## src/rtl/spi_reg_pkg.sv

```systemverilog
// Shared types and constants for the SPI configuration-register controller.
// The command byte carries a write flag in bit 7 and a start address in bits 6:0.
package spi_reg_pkg;

    typedef enum logic [1:0] {
        IDLE    = 2'd0,
        CMD     = 2'd1,
        DATA    = 2'd2,
        DISCARD = 2'd3
    } state_e;

    localparam int          CMD_W_BIT    = 7;
    localparam int          CMD_ADDR_MSB = 6;
    localparam logic [7:0]  ERR_CNT_MAX  = 8'hFF;

    function automatic logic [7:0] sat_inc(input logic [7:0] v);
        return (v == ERR_CNT_MAX) ? v : v + 8'd1;
    endfunction

endpackage

```

## src/rtl/spi_cs_sync.sv

```systemverilog
// Two-flop synchronizer for an asynchronous, active-low SPI pin.
// It resets to the deasserted level and emits single-cycle edge pulses taken from the synchronized value.
module spi_cs_sync (
    input  logic clk,
    input  logic rst_n,
    input  logic async_i,
    output logic rise_o,
    output logic fall_o
);

    logic [1:0] sync_q;
    logic       prev_q;

    always_ff @(posedge clk or negedge rst_n) begin
        if (!rst_n) begin
            sync_q <= 2'b11;
            prev_q <= 1'b1;
        end else begin
            sync_q <= {sync_q[0], async_i};
            prev_q <= sync_q[1];
        end
    end

    assign rise_o =  sync_q[1] & ~prev_q;
    assign fall_o = ~sync_q[1] &  prev_q;

endmodule

```

## src/rtl/spi_reg_ctrl.sv

```systemverilog
// Frame decoder for the SPI receive path. Each CS-low frame is one command byte followed by data bytes,
// which are written into an auto-incrementing configuration register bank.
module spi_reg_ctrl
    import spi_reg_pkg::*;
#(
    parameter int         NUM_REGS  = 16,
    parameter logic [7:0] RESET_VAL = 8'h00
) (
    input  logic                  clk,
    input  logic                  rst_n,
    input  logic [7:0]            rx_data,
    input  logic                  rx_valid,
    input  logic                  cs,
    output logic [NUM_REGS*8-1:0] regs_flat,
    output logic                  wr_strobe,
    output logic [6:0]            wr_addr,
    output logic                  frame_done,
    output logic [7:0]            err_cnt,
    output logic                  busy
);

    localparam logic [7:0] NREGS     = 8'(NUM_REGS);
    localparam logic [6:0] LAST_ADDR = 7'(NUM_REGS - 1);

    state_e                     state_q;
    logic [6:0]                 ptr_q;
    logic                       wrote_q;
    logic                       err_q;
    logic [NUM_REGS-1:0][7:0]   regs_q;
    logic                       wr_strobe_q;
    logic [6:0]                 wr_addr_q;
    logic                       frame_done_q;
    logic [7:0]                 err_cnt_q;

    logic       cs_rise, cs_fall;
    logic       cmd_w;
    logic [6:0] cmd_addr;
    logic       addr_ok;
    logic       do_write;
    logic       bad_addr;
    logic       overrun;
    logic       wrote_nx;
    logic       err_nx;

    spi_cs_sync u_cs_sync (
        .clk     (clk),
        .rst_n   (rst_n),
        .async_i (cs),
        .rise_o  (cs_rise),
        .fall_o  (cs_fall)
    );

    // Effects of the byte in this cycle; folded into the frame flags even when cs_rise
    // closes the frame on the same edge, so a colliding last byte still counts.
    always_comb begin
        cmd_w    = rx_data[CMD_W_BIT];
        cmd_addr = rx_data[CMD_ADDR_MSB:0];
        addr_ok  = ({1'b0, cmd_addr} < NREGS);
        do_write = (state_q == DATA) && rx_valid && !cs_fall;
        bad_addr = (state_q == CMD) && rx_valid && !cs_fall && cmd_w && !addr_ok;
        overrun  = do_write && (ptr_q == LAST_ADDR);
        wrote_nx = wrote_q | do_write;
        err_nx   = err_q | bad_addr | overrun;
    end

    always_ff @(posedge clk or negedge rst_n) begin
        if (!rst_n) begin
            state_q      <= IDLE;
            ptr_q        <= '0;
            wrote_q      <= 1'b0;
            err_q        <= 1'b0;
            regs_q       <= {NUM_REGS{RESET_VAL}};
            wr_strobe_q  <= 1'b0;
            wr_addr_q    <= '0;
            frame_done_q <= 1'b0;
            err_cnt_q    <= '0;
        end else begin
            wr_strobe_q  <= do_write;
            frame_done_q <= 1'b0;

            for (int i = 0; i < NUM_REGS; i++) begin
                if (do_write && ptr_q == 7'(i)) regs_q[i] <= rx_data;
            end
            if (do_write) wr_addr_q <= ptr_q;

            // A fall while a frame is open abandons it without reporting anything.
            if (cs_fall) begin
                state_q <= CMD;
                wrote_q <= 1'b0;
                err_q   <= 1'b0;
            end else if (state_q != IDLE) begin
                if (cs_rise) begin
                    state_q      <= IDLE;
                    frame_done_q <= wrote_nx;
                    wrote_q      <= 1'b0;
                    err_q        <= 1'b0;
                    if (err_nx) err_cnt_q <= sat_inc(err_cnt_q);
                end else begin
                    wrote_q <= wrote_nx;
                    err_q   <= err_nx;
                    case (state_q)
                        CMD: begin
                            if (rx_valid) begin
                                if (cmd_w && addr_ok) begin
                                    ptr_q   <= cmd_addr;
                                    state_q <= DATA;
                                end else begin
                                    state_q <= DISCARD;
                                end
                            end
                        end
                        DATA: begin
                            if (rx_valid) begin
                                if (ptr_q == LAST_ADDR) state_q <= DISCARD;
                                else                    ptr_q   <= ptr_q + 7'd1;
                            end
                        end
                        default: ;
                    endcase
                end
            end
        end
    end

    assign regs_flat  = regs_q;
    assign wr_strobe  = wr_strobe_q;
    assign wr_addr    = wr_addr_q;
    assign frame_done = frame_done_q;
    assign err_cnt    = err_cnt_q;
    assign busy       = (state_q != IDLE);

endmodule

```

## config.mk

```make
export PLATFORM = sky130hd
export DESIGN_NAME = spi_reg_ctrl
export DESIGN_NICKNAME = d
export VERILOG_FILES = /design/src/rtl/spi_reg_pkg.sv /design/src/rtl/spi_cs_sync.sv /design/src/rtl/spi_reg_ctrl.sv
export SDC_FILE = /design/constraint.sdc
export NUM_CORES = 1
export LEC_CHECK = 0
export CORE_ASPECT_RATIO = 0.5
export CORE_MARGIN = 4
export CORE_UTILIZATION = 46
export CTS_BUF_LIST = sky130_fd_sc_hd__clkbuf_4
export CTS_CLUSTER_DIAMETER = 40
export DETAILED_ROUTE_END_ITERATION = 8
export PLACE_DENSITY = 0.81
export SKIP_CTS_REPAIR_TIMING = 1
export SYNTH_ARGS = -nofsm -noshare
export SYNTH_HDL_FRONTEND = slang
export SYNTH_HIERARCHICAL = 1
export SYNTH_SLANG_ARGS = --single-unit
```

## constraint.sdc

```tcl
create_clock -name clk -period 2.1 [get_ports clk]
set_clock_uncertainty 0.1 [all_clocks]
set_input_delay 0.42 -clock clk [delete_from_list [all_inputs] [get_ports clk]]
set_output_delay 0.42 -clock clk [all_outputs]
set_load 0.02 [all_outputs]
```

==> metrics.md <==
| Metric | Value |
|---|---|
| Outcome | `complete, but fails checks` |
| Failing checks | `negative setup slack` |
| R2R Path End | `ptr_q[5]` |
| Hold Path Class | `input pin to flip-flop` |
| Io pins | `158` |
| Critical Path Sink Type | `flip-flop` |
| P&R area growth vs syn | `47.5%` |
| 1st-iter DRT viols | `229` |
| Finished Cell Area | `0.00955 mm^2` |
| Final period utilization | `1.03` |
| Routed vias/inst | `5.15` |
| Max-Cap Viols | `0` |
| CP startpoint kind | `flip-flop` |
| Post-synth EDFFs | `0` |
| Final min period | `2.16 ns` |
| Register Area | `0.00398 mm^2` |
| Rows | `30` |
| Number of global-route vias before repair | `4,597` |
| Hold Violations, Final | `0` |
| CTS root buf | `clkbuf_4` |
| Drt pass-1 iters | `4` |
| Relative slew slack | `0.714` |
| YS warnings | `6` |
| Largest net degree at the start of global routing | `46` |
| Routed Wire Length | `17,300 um` |
| TritonCTS buffer count | `17` |
| Met2 wire len | `8870 um` |
| DRC Markers | `0` |
| DP Area | `0.00867 mm^2` |
| Peak supply drop | `0.392 mV` |
| Via Count | `4,478` |
| Worst Hold Path Cells | `1` |
| Initial antenna violation count | `0` |
| Layout cells sized above 1 | `0.379` |
| Chip height | `91.9 um` |
| Leading area contributor after synthesis | `dfrtp_1` |
| Final Setup Violations | `15` |
| GPL Wtd Cong | `0.833` |
| Sequential share of the synthesized area | `0.616` |
| Hold path endpoint | `u_cs_sync/sync_q[0]` |
| Avg Inst Size Synth | `14.4 um^2` |
| Slew Limit Fails | `0` |
| Core Area | `0.0137 mm^2` |
| Critical-path maximum fanout | `5` |
| Die X | `176 um` |
| CTS max path bufs | `2` |
| Asr flop ratio synth | `1.00` |
| Antenna Nets Post-Route | `0` |
| Cells on worst reg2reg path | `6` |
| Multi-input logic area | `0.00266 mm^2` |
| Fmax | `463 MHz` |
| Worst Min Path Start | `cs` |
| Die ar. | `0.0161 mm^2` |
| WL met3 | `837 um` |
| Register-to-register setup slack | `-0.06 ns` |
| Mapped Area | `0.00647 mm^2` |
| Dpl hpwl | `11,800 um` |
| Wire per inst | `19.8 um` |
| Synthesized Nets | `470` |
| Top FF cell, synth | `dfrtp_1` |
| CTS Sinks | `159` |
| # diodes | `0` |
| Clock-pin slew on the worst setup and hold paths | `0.12 ns` |
| CP Class | `flip-flop to flip-flop` |
| CP max stage delay | `0.55 ns` |
| Setup TNS | `-0.238 ns` |
| Pleak | `5.73 nW` |
| # port buffers | `157` |
| Mapped Cells | `450` |
| Worst setup margin | `-0.0615 ns` |
| Clock Latency Late Sink | `0.52 ns` |
| First-pass GRT wire length | `25,700 um` |
| Top cells by area, synth | `dfrtp_1 60%, mux2_2 22%, nand2_1 2.0%, ha_1 1.5%, dfstp_2 1.2%` |
| Worst EP required | `2.45 ns` |
| Power Density | `814 mW/mm^2` |
| RSZ-0062 raised after global routing | `true` |
| H-tree depth | `4` |
| GRT Overall Usage | `0.206` |
| WL met1 | `7390 um` |
| Highest metal used | `met4` |
| Yosys reg bits | `159` |
| Initial Utilization | `0.474` |
| Synth top area share | `0.603` |
| Worst EP arrival | `2.51 ns` |
| Worst reg2reg startpoint | `u_cs_sync/sync_q[1]` |
| CTS tree | `done` |
| Synth unique cells | `47` |
| Grt ovf | `0` |
| Worst Max-Slew Pin Slew | `0.429 ns` |
| Filler cell count | `912` |
| Critical path's slowest cell | `dfstp_2` |
| Crit-path cells | `and2b_2, nor2b_4, o211ai_1, a221o_1, or4b_1, nand3_1` |
| Fin nets | `687` |
==> cell type report <==
class                      count  share of cell area
sequential                   159               0.417
multi-input combinational    265               0.279
timing repair buffer         217               0.246
tap                          192              0.0252
clock buffer                  19              0.0149
clock inverter                11              0.0149
inverter                       7             0.00301
==> cells in the mapped netlist, types with 4 or more instances <==
| cell type | instances |
|---|---|
| dfrtp_1 | 156 |
| mux2_2 | 128 |
| nand2_1 | 34 |
| clkbuf_1 | 15 |
| nand3_1 | 10 |
| o21ai_0 | 9 |
| ha_1 | 8 |
| inv_1 | 7 |
| xnor2_1 | 5 |
| and2_1 | 4 |
| and3_1 | 4 |
| nand4_1 | 4 |
| nor2_2 | 4 |
==> stage by stage <==
stage               utilization  std cells  power (mW)  setup WS (ns)  hold slack [ns]
floorplan                     -        450        4.70      0.0000437           0.0244
global placement          0.635        830        5.69         -0.250            0.246
detailed placement        0.635        830        5.75         -0.291            0.249
CTS                       0.656        860        7.62         -0.364           -0.318
finish                    0.699        870        7.77        -0.0615            0.219
global route              0.699        870        8.14         -0.138            0.176
==> logic make-up (layout without fill, tap and decap cells) <==
| kind of cell | count (synthesis) | in the layout | share of synthesized area |
|---|---|---|---|
| flops | 159 | 159 | 0.616 |
| mux | 132 | 132 | 0.229 |
| simple gates | 93 | 93 | 0.0882 |
| buf+inv | 26 | 254 | 0.0162 |
| compound gates | 25 | 25 | 0.0259 |
| fa+ha+maj | 8 | 8 | 0.0155 |
| xor+xnor | 7 | 7 | 0.00948 |
==> sequential cells by signal, summed over array words and instances, names as in the netlist <==
signal,cells
regs_flat,128
err_cnt,8
ptr_q,7
wr_addr,7
state_q,2
u_cs_sync/sync_q,2
err_q,1
frame_done,1
u_cs_sync/prev_q,1
wr_strobe,1
wrote_q,1
==> where the power goes <==
group	internal, mW	switching [mW]	total, mW	leakage, nW
logic	1.06	1.21	2.27	3.40
clock network	0.835	1.05	1.89	0.144
registers	3.38	0.235	3.62	2.18
total	5.27	2.50	7.77	5.73
==> worst max-delay path by stage <==
stage	startpoint	to	slack (ns)	cells past startpoint
after floorplan	ptr_q[4]	regs_flat[16]	0.00004	5
after global placement	rx_data[6]	err_cnt[5]	-0.25	7
after detailed placement	rx_valid	regs_flat[85]	-0.29	7
after CTS	state_q[1]	busy	-0.36	4
after global routing	u_cs_sync/sync_q[1]	ptr_q[5]	-0.14	6
final	u_cs_sync/sync_q[1]	ptr_q[5]	-0.06	6
==> worst max-delay path, delay by kind of cell, from the launching register on <==
family	cells	cell delay, ns
DFF	1	0.55
and+or+nand+nor	4	1.00
AOI/OAI and AO/OA	2	0.44
==> placed cells by master, fill, tap and decap left out, types with 7 or more instances in the layout <==
cell type	n
mux2_2	100
buf_4	43
o21ai_0	8
nand2_1	29
clkbuf_4	19
buf_12	10
dfrtp_1	156
clkdlybuf4s50_1	86
mux2_4	28
dlymetal6s2s_1	70
nand3_1	7
buf_6	7
==> layer usage <==
metal / vias up / track usage
met5: - / 0
li1: 2029 / -
met1: 2333 / 0.280
met4: 0 / 0.0655
met3: 10 / 0.0408
met2: 106 / 0.337
Power figures use the tool's default switching activity.
